**src/rtl/pipeline_hazard_unit.sv**
```systemverilog
// Operand forwarding plus load-use / memory-busy / branch hazard control for a
// classic five-stage pipeline, with saturating stall and flush event counters.
module pipeline_hazard_unit #(
    parameter int ADDR_W            = 5,
    parameter int NUM_SRC           = 2,
    parameter int LOAD_STALL_CYCLES = 1,
    parameter int CNT_W             = 16
) (
    input  logic                      clk,
    input  logic                      rst,
    input  logic [NUM_SRC*ADDR_W-1:0] id_src_addr,
    input  logic [NUM_SRC-1:0]        id_src_used,
    input  logic [NUM_SRC*ADDR_W-1:0] id_ex_src_addr,
    input  logic [ADDR_W-1:0]         id_ex_dest_addr,
    input  logic                      id_ex_mem_read,
    input  logic [ADDR_W-1:0]         ex_mem_dest_addr,
    input  logic                      ex_mem_write_enable,
    input  logic [ADDR_W-1:0]         mem_wb_dest_addr,
    input  logic                      mem_wb_write_enable,
    input  logic                      branch_taken,
    input  logic                      mem_busy,
    output logic [2*NUM_SRC-1:0]      operand_forward,
    output logic                      stall_pc,
    output logic                      stall_if_id,
    output logic                      stall_id_ex,
    output logic                      stall_ex_mem,
    output logic                      flush_if_id,
    output logic                      flush_id_ex,
    output logic [CNT_W-1:0]          stall_cycle_count,
    output logic [CNT_W-1:0]          flush_count
);

    localparam int REM_W = (LOAD_STALL_CYCLES > 1) ? $clog2(LOAD_STALL_CYCLES) : 1;

    localparam logic [1:0] FWD_NONE = 2'b00;
    localparam logic [1:0] FWD_EX   = 2'b01;
    localparam logic [1:0] FWD_MEM  = 2'b10;

    typedef enum logic {RUN, LOAD_STALL} state_t;

    state_t           state_q, state_d;
    logic [REM_W-1:0] rem_q, rem_d;
    logic             ld_hz;

    function automatic logic [CNT_W-1:0] sat_inc(input logic [CNT_W-1:0] v);
        if (&v)
            return v;
        return v + CNT_W'(1);
    endfunction

    // EX-stage forwarding: the younger EX/MEM result wins over MEM/WB
    always_comb begin
        operand_forward = '0;
        for (int i = 0; i < NUM_SRC; i++) begin
            if (ex_mem_write_enable && (ex_mem_dest_addr != '0) &&
                (ex_mem_dest_addr == id_ex_src_addr[i*ADDR_W +: ADDR_W]))
                operand_forward[2*i +: 2] = FWD_EX;
            else if (mem_wb_write_enable && (mem_wb_dest_addr != '0) &&
                     (mem_wb_dest_addr == id_ex_src_addr[i*ADDR_W +: ADDR_W]))
                operand_forward[2*i +: 2] = FWD_MEM;
            else
                operand_forward[2*i +: 2] = FWD_NONE;
        end
    end

    always_comb begin
        ld_hz = 1'b0;
        for (int i = 0; i < NUM_SRC; i++) begin
            if (id_src_used[i] && (id_src_addr[i*ADDR_W +: ADDR_W] == id_ex_dest_addr))
                ld_hz = 1'b1;
        end
        ld_hz = ld_hz && id_ex_mem_read && (id_ex_dest_addr != '0);
    end

    // Hazard control: busy freezes everything, a taken branch cancels any bubble
    always_comb begin
        state_d      = state_q;
        rem_d        = rem_q;
        stall_pc     = 1'b0;
        stall_if_id  = 1'b0;
        stall_id_ex  = 1'b0;
        stall_ex_mem = 1'b0;
        flush_if_id  = 1'b0;
        flush_id_ex  = 1'b0;
        if (rst) begin
            state_d = RUN;
            rem_d   = '0;
        end else if (mem_busy) begin
            stall_pc     = 1'b1;
            stall_if_id  = 1'b1;
            stall_id_ex  = 1'b1;
            stall_ex_mem = 1'b1;
        end else if (branch_taken) begin
            flush_if_id = 1'b1;
            flush_id_ex = 1'b1;
            state_d     = RUN;
            rem_d       = '0;
        end else begin
            case (state_q)
                RUN: begin
                    if (ld_hz) begin
                        stall_pc    = 1'b1;
                        stall_if_id = 1'b1;
                        flush_id_ex = 1'b1;
                        if (LOAD_STALL_CYCLES > 1) begin
                            state_d = LOAD_STALL;
                            rem_d   = REM_W'(LOAD_STALL_CYCLES - 1);
                        end
                    end
                end
                LOAD_STALL: begin
                    stall_pc    = 1'b1;
                    stall_if_id = 1'b1;
                    flush_id_ex = 1'b1;
                    rem_d       = rem_q - REM_W'(1);
                    if (rem_q == REM_W'(1))
                        state_d = RUN;
                end
                default: begin
                    state_d = RUN;
                    rem_d   = '0;
                end
            endcase
        end
    end

    always_ff @(posedge clk) begin
        if (rst) begin
            state_q           <= RUN;
            rem_q             <= '0;
            stall_cycle_count <= '0;
            flush_count       <= '0;
        end else begin
            state_q <= state_d;
            rem_q   <= rem_d;
            if (stall_pc)
                stall_cycle_count <= sat_inc(stall_cycle_count);
            if (flush_if_id)
                flush_count <= sat_inc(flush_count);
        end
    end

endmodule

```
**config.mk**
```make
export PLATFORM = sky130hd
export DESIGN_NAME = pipeline_hazard_unit
export DESIGN_NICKNAME = d
export VERILOG_FILES = /design/src/rtl/pipeline_hazard_unit.sv
export SDC_FILE = /design/constraint.sdc
export NUM_CORES = 1
export LEC_CHECK = 0
export CAP_MARGIN = 20
export CORE_MARGIN = 2
export CORE_UTILIZATION = 47
export DETAILED_ROUTE_END_ITERATION = 16
export HOLD_SLACK_MARGIN = 0.02
export PLACE_DENSITY = 0.94
export SYNTH_ARGS = -nofsm -noshare
export SYNTH_HDL_FRONTEND = slang
export SYNTH_SLANG_ARGS = --single-unit
```
**constraint.sdc**
```tcl
create_clock -name clk -period 5.98 [get_ports clk]
set_input_delay 0.598 -clock clk [delete_from_list [all_inputs] [get_ports clk]]
set_output_delay 0.598 -clock clk [all_outputs]
set_load 0.005 [all_outputs]
```
==> results of run 1 <==
-- synthesized netlist by cell type, types with 2 or more instances --
master	number	area, µm²
o311ai_1	2	17.52
clkbuf_1	4	15.01
and2_1	3	18.77
o31ai_1	5	37.54
dfxtp_1	34	680.7
xor2_1	18	157.7
ha_1	2	25.02
a211oi_1	2	15.01
or3_1	10	62.56
nand3_1	17	85.08
o41ai_1	2	17.52
nor3_1	2	10.01
o21ai_0	10	50.05
nor3b_2	2	25.02
or4_1	13	97.59
xnor2_1	19	166.4
nor2b_1	2	12.51
inv_1	5	18.77
buf_2	3	15.01
mux2i_1	3	30.03
a21oi_1	11	55.05
nand2_1	18	67.56
nor4_1	5	31.28
a21oi_2	7	61.31
nor2_1	16	60.06
o21a_1	2	15.01
nand4_1	11	68.82
buf_4	2	15.01
and3_1	6	37.54
-- per-layer routing --
metal | vias up | GRT usage, % | share of wire (%)
met3 | 6 | 5.485 | 6.2
met4 | 0 | 6.499 | 1.2
met5 | - | 0 | 0
li1 | 1088 | - | -
met1 | 1037 | 24.12 | 39
met2 | 79 | 39.30 | 53
-- report_power, final --
part | switching [µW] | total (µW) | internal, µW
Clock | 80.3 | 173 | 92.8
Combinational | 33.5 | 80.6 | 47.1
Sequential | 1.45 | 229 | 228
-- layout make-up --
class	count	area (µm²)	share of cell area, %
clock buffers	7	86.33	2.805
clock inverters	1	5.005	0.1626
inverters	6	25.02	0.8130
multi-input cells	200	1350	43.86
flip-flops and latches	34	680.7	22.11
well taps	52	65.06	2.114
repair buffers	87	865.8	28.13
-- per-stage QoR --
stage	area [µm²]	cells
floorplan	2127	251
global placement	2987	379
detailed placement	2987	379
CTS	3078	387
global route	3078	387
finish	3078	387
-- path summary, 6_finish.rpt --
check             cells after the start                    end                  from
setup / recovery                      6            stall_if_id    id_ex_dest_addr[1]
hold / removal                        1                state_q               state_q
setup reg to reg                      7  stall_cycle_count[10]  stall_cycle_count[2]
hold reg to reg                       1                state_q               state_q
-- logic make-up after synthesis --
| kind of cell | count (synthesis) |
|---|---|
| muxes | 4 |
| adders and majority gates | 2 |
| DFF | 34 |
| buffers and inverters | 17 |
| xor gates and xnor gates | 37 |
| AOI/OAI and AO/OA | 49 |
| and+or+nand+nor | 108 |
-- worst max-delay path, delay by kind of cell --
kind                   cells  cell delay (ps)
AO/OA/AOI/OAI              2             1060
buffers and inverters      3             1100
AND/OR/NAND/NOR            1              550
-- state kept, by name (all words and copies together) (netlist names) --
signal	count
rem_q	1
stall_cycle_count	16
state_q	1
flush_count	16
==> flow_summary.yaml, run 1 <==
pwr:
  p_total_uw: 482.8
  power_density_nw_per_um2: 156.9
  peakVddDrop_mv: 0.07258
  p_leak_uw: 0.001020
floorplanning:
  core_um2: 4354
  rows: 24
  die_h_um: 71.27
  ios: 86
  die_width_um: 71.27
  die_area_um2: 5079
  start_util_pct: 48.85
timing:
  final.period_utilization_pct: 65.38
  final.setup.tns_ps: 0
  finalCriticalPeriod_ps: 3910
  worst_pin_slew_ps: 930.3
  rsz0062_at_grt: "no"
  fin_skew_ps: 3.855
  maxSlewHeadroom_pct: 37.98
  slew_violations: 0
  layout_setup_ws_ps: 2070
  holdWs_ps: 478.0
  finalHoldViolCount: 0
  finalSetupViolations: 0
  fmax_mhz: 255.8
global_routing:
  grt_max_degree: 34
  gr-usage-all-layers_pct: 21.38
  gr-total-overflow: 0
  grt_pass1_wl_mm: 8.797
  antenna_found_initial: 0
  grt_pass1_vias: 1978
yosys:
  synthFlopType: "dfxtp_1"
  synthArstFlopShare_pct: 0
  synth.net_count: 297
  synth_top_family_by_area: "simple AND/OR/NAND/NOR gates"
  synth_compound_area_share_pct: 16.65
  synth-simple-area-share_pct: 28.47
  syn_avg_cell_area_um2: 8.474
  ys.warnings.count: 0
  synth_mux_area_share_pct: 1.941
  synth-adder-area-share_pct: 1.176
  synth_xor_xnor_area_share_pct: 15.24
  netlist_area_um2: 2127
  synth_cell_types: 44
  synth-seq-cells: 34
  seq_area_frac_synth_pct: 32.00
  synth_cells: 251
  synth_edf_count: 0
critical_path:
  path_class: "input pin to output pin"
  end_kind: "output pin"
  cpMostUsedCell: "clkdlybuf4s50_1"
  cp_max_fo: 23
  worstPathArrival_ps: 3310
  max_stage_delay_ps: 840
  crit_chain: "clkdlybuf4s50_1, or4_1, o21a_1, a311oi_4, inv_4, clkdlybuf4s50_1"
  critPathLaunchType: "input pin"
  worst_ep_required_time_ps: 5380
  rrSetupSlack_ps: 3590
  crit_path_top_delay_cell: "a311oi_4"
routing:
  drc: 0
  routedWlPerCell_um: 13.80
  wl_mm: 5.339
  drt_iter0_markers: 109
  num_vias: 2210
  viasPerCell: 5.711
  firstDrtPassIters: 4
  ant_nets: 0
clocking:
  holdBufCountCts: 0
  clk_pin_slew_ps: 60
  numClockSinks: 34
  cts_buffers: 5
  htree_levels: 2
  insertion_delay_ps: 280
  ctsRootBufferMaster: "clkbuf_8"
  ctsLongestPathBuffers: 2
  post_cts_buffers: 0
  cts_resized: 0
  cts_tree: "built"
hold_path:
  hold_class: "flip-flop to flip-flop"
finish:
  drive_gt1_share_pct: 6.866
  final_common_cell: "clkdlybuf4s50_1"
  final_cell_mix: "clkdlybuf4s50_1, dfxtp_1, xnor2_1, xor2_1, nand2_1"
  area_growth_syn_to_layout_pct: 44.71
  antenna_cells: 0
  fillers: 331
  fin_util_pct: 70.69
  nets: 380
place:
  hpwl_mm: 4.212
  place_congestion: 0.8878
  io_buffer_count: 85
  dp_slack_ps: 2092
run:
  max_cap_viol_count: 0
run_status:
  outcome: "finished, final reports clean"
No activity file was read; power rests on OpenSTA's default activity.
==> inputs of run 2 (changes only) <==
Settings changed: CORE_UTILIZATION 47 to 43, PLACE_DENSITY 0.94 to 0.88.
Clock period 5.98 ns to 3.8 ns, I/O delays scaled along.
==> flow_summary.yaml, run 2 (same netlist as run 1, synthesis figures left out) <==
global_routing:
  grt_max_degree: 23
  gr-total-overflow: 0
  grt_pass1_wl_mm: 8.349
  grt_pass1_vias: 1938
  met2_usage_pct: 31.75
  gr-usage-all-layers_pct: 19.23
  antenna_found_initial: 0
  top_usage_layer: "met2"
  grtUsageMet1_pct: 22.64
  grt_use_met3_pct: 6.775
place:
  place_congestion: 0.8440
  io_buffer_count: 85
  hpwl_mm: 3.967
clocking:
  numClockSinks: 34
  holdBufCountCts: 0
  clk_pin_slew_ps: 70
  cts_resized: 0
  ctsLongestPathBuffers: 2
  cts_buffers: 5
  cts_tree: "built"
  insertion_delay_ps: 290
  ctsRootBufferMaster: "clkbuf_8"
  htree_levels: 2
  post_cts_buffers: 0
routing:
  ant_nets: 0
  wl_mm: 5.160
  routedWlPerCell_um: 12.80
  firstDrtPassIters: 5
  num_vias: 2187
  drc: 0
  viasPerCell: 5.427
  drt_iter0_markers: 69
timing:
  final.setup.tns_ps: 0
  holdWs_ps: 478.7
  finalSetupViolations: 0
  rsz0062_at_grt: "no"
  fin_skew_ps: 6.327
  maxSlewHeadroom_pct: 70.30
  finalCriticalPeriod_ps: 2922
  fmax_mhz: 342.2
  worst_pin_slew_ps: 444.1
  slew_violations: 0
  final.period_utilization_pct: 76.90
  finalHoldViolCount: 0
floorplanning:
  core_um2: 4755
  die_h_um: 74.33
  die_area_um2: 5525
  rows: 25
  ios: 86
  start_util_pct: 44.74
  die_width_um: 74.33
pwr:
  power.switching_uw: 182.2
  power_density_nw_per_um2: 245.2
  p_total_uw: 761.2
  switching_share_pct: 23.93
  peakVddDrop_mv: 0.1280
  clockPowerShare_pct: 36.0
  p_seq_share_pct: 47.4
  p_int_uw: 579.0
  p_leak_uw: 0.001024
  p_comb_share_pct: 16.6
critical_path:
  cp_max_fo: 3
  path_class: "input pin to output pin"
  reg2reg_from: "stall_cycle_count[2]"
  critPathLaunchType: "input pin"
  crit_chain: "clkdlybuf4s50_1, or4_1, o21ai_0, nor4_1, nor4_1, clkdlybuf4s50_1"
  crit_path_top_delay_cell: "clkdlybuf4s50_1"
  worst_ep_required_time_ps: 3420
  startpoint: "ex_mem_dest_addr[1]"
  end_kind: "output pin"
  worstPathArrival_ps: 2540
  max_stage_delay_ps: 560
finish:
  antenna_cells: 0
  multi_input_area_um2: 1350
  top_regs: "flush_count: 16 flops, stall_cycle_count: 16 flops"
  fillers: 419
  area_growth_syn_to_layout_pct: 45.94
  final-seq-area_um2: 680.7
  final_common_cell: "clkdlybuf4s50_1"
  final_cell_mix: "clkdlybuf4s50_1, dfxtp_1, xnor2_1, xor2_1, nand2_1"
  nets: 381
  drive_gt1_share_pct: 7.143
hold_path:
  hold_path.startpoint: "state_q"
  hold_class: "flip-flop to flip-flop"
run:
  max_cap_viol_count: 0
run_status:
  outcome: "finished, final reports clean"
-- run 2: cell count changes in the layout (fill, tap and decap cells not counted) --
| cell | before | now |
|---|---|---|
| buf_4 | 2 | 3 |
-- run 2: cell type report --
| type | count | area share [%] |
|---|---|---|
| clock buffer | 7 | 2.781 |
| inverter | 6 | 0.8061 |
| sequential | 34 | 21.93 |
| multi-input combinational | 200 | 43.49 |
| clock inverter | 1 | 0.1612 |
| tap | 67 | 2.701 |
| timing repair buffer | 88 | 28.13 |
-- run 2: metal layers --
layer	share of wire, %	up-vias
li1	-	1089
met1	43	1007
met2	48	85
met3	8.0	6
met4	1.6	0
met5	0	-
-- run 2: per-stage QoR --
stage	area (µm²)	instances	util (%)	setup slack (ps)
detailed placement	3013	395	63.37	875.6
floorplan	2127	251	-	1614
global placement	3013	395	63.37	908.5
finish	3104	403	65.29	877.8
CTS	3104	403	65.29	889.7
global route	3104	403	65.29	725.2
-- run 2: final timing paths --
path                                              end  slack, ps  cells past startpoint
worst max-delay path               operand_forward[3]        880                      6
worst min-delay path                          state_q        480                      1
worst max register to register  stall_cycle_count[15]       1570                      6
worst min register to register                state_q        480                      1
-- run 2: worst max-delay path: cells and delay by family --
kind,cells,cell delay (ps)
compound gates,1,220
buf+inv,2,1030
simple gates,3,910
-- run 2: power groups by stage --
stage | clock network (µW) | logic, µW | registers [µW]
floorplan | 0 | 54.0 | 368
global placement | 0 | 124 | 368
detailed placement | 0 | 126 | 368
CTS | 282 | 127 | 360
global route | 295 | 137 | 361
finish | 274 | 126 | 361
==> RTL change (settings of run 1) <==
Change the parameter `ADDR_W` from 5 to 6.
--- a/src/rtl/pipeline_hazard_unit.sv
+++ b/src/rtl/pipeline_hazard_unit.sv
@@ -1,7 +1,7 @@
 // Operand forwarding plus load-use / memory-busy / branch hazard control for a
 // classic five-stage pipeline, with saturating stall and flush event counters.
 module pipeline_hazard_unit #(
-    parameter int ADDR_W            = 5,
+    parameter int ADDR_W            = 6,
     parameter int NUM_SRC           = 2,
     parameter int LOAD_STALL_CYCLES = 1,
     parameter int CNT_W             = 16
Interface: changed (5 resized); port bits go from 86 to 93. The function was not compared with the original's and may differ.
==> RTL change against run 1 <==
Clock power grew 27%; power grew 12%; worst setup slack gained 0.56 ns; sequential share of layout area shrank 0.69 points; sequential cell count is the same; wire length grew 14%; count of clock-buffer cells in the layout shrank 1; critical path depth is the same; design area grew 3.2%; register-to-register slack lost 0.10 ns; synthesized area grew 0.47%.
==> RTL change: results (changes against run 1) <==
dpl cells 389 (was 379); WHS 0.489 ns (was 0.478 ns); GR Util met2 0.427 (was 0.393); first-pass GRT wire length 9660 um (was 8800 um); R2R setup slack 3.49 ns (was 3.59 ns); via/cell ratio 5.59 (was 5.71); P_clk 0.219 mW (was 0.173 mW); slew at the pin closest to its max-slew limit 0.978 ns (was 0.930 ns); Synth Area in XOR/XNOR 0.213 (was 0.152); # port buffers 92 (was 85); Syn Nets 306 (was 297); CTS resizes 0 (unchanged); drt wl/cell 15.4 um (was 13.8 um); Synth Area in Adders 0.0117 (was 0.0118); Mapped Avg Cell Area 8.45 um2 (was 8.47 um2); status finished clean (unchanged); CP Data Arrival Time 2.75 ns (was 3.31 ns); Net count, final 397 (was 380); Crit Path Max Fanout 3 (was 23); Clock Latency Late Sink 0.29 ns; Clock Power Share 0.404 (was 0.359); initial DRC count 107 (was 109); met1 WL 2440 um (was 2100 um); gpl congestion 0.955 (was 0.888); post-synthesis mux area share 0.00937 (was 0.0194); VDD IR-drop max 0.171 mV (was 0.0726 mV); met3 wire length 344 um (was 333 um); fillers 333 (was 331); Post-Route WL 6080 um (was 5340 um); period utilisation layout 0.559 (was 0.654); Reg2Reg Capture Point stall_cycle_count[3] (was stall_cycle_count[10]); pin count of the biggest net entering global routing 39 (was 34); Fin Clk Skew 0.00625 ns (was 0.00385 ns); vias in the first global route 2138 (was 1978); Synth warnings 0 (unchanged); met1 Track Usage GR 0.268 (was 0.241); share of power burned in registers 0.424 (was 0.474); FF-to-FF Start stall_cycle_count[0] (was stall_cycle_count[2]); Hold Crit Class reg2reg (unchanged); layout cells sized above 1 0.0494 (was 0.0687); top cells by area, synth dfxtp_1 32%, xnor2_1 13%, xor2_1 8.2% (was dfxtp_1 32%, xnor2_1 7.8%, xor2_1 7.4%); count of different cell masters after synthesis 49 (was 44); placed cell area 3060 um2 (was 2990 um2); met2 WL 3090 um (was 2840 um); Seq/Total Area, Yosys 0.319 (was 0.320); GRT Overall Usage 0.240 (was 0.214); sw power 0.126 mW (was 0.115 mW)
-- RTL change: cell types whose count changed after synthesis, sizes merged, moves of 2 or more --
cell	change
xnor2	+13
nor2	+9
or4	-8
nand2	-7
inv	+3
nand3	-3
a21boi	+2
a21oi	-2
and2	-2
nor4	+2
o211ai	-2
o21ai	-2
xor2	+2
-- RTL change: final cells by class --
| type | count | area, um2 | area share |
|---|---|---|---|
| Sequential cell | 34 | 681 | 0.214 |
| Timing Repair Buffer | 93 | 928 | 0.292 |
| Multi-Input combinational cell | 201 | 1360 | 0.427 |
| Tap cell | 52 | 65.1 | 0.0205 |
| Clock inverter | 1 | 30.0 | 0.00945 |
| Inverter | 9 | 33.8 | 0.0106 |
| Clock buffer | 6 | 82.6 | 0.0260 |
-- RTL change: worst max-delay path: stages --
cell             delay [ns]
clkdlybuf4s50_1        0.46
or4_1                  0.56
o31ai_1                0.28
nor4_1                 0.12
nor3_1                 0.19
clkdlybuf4s50_1        0.53
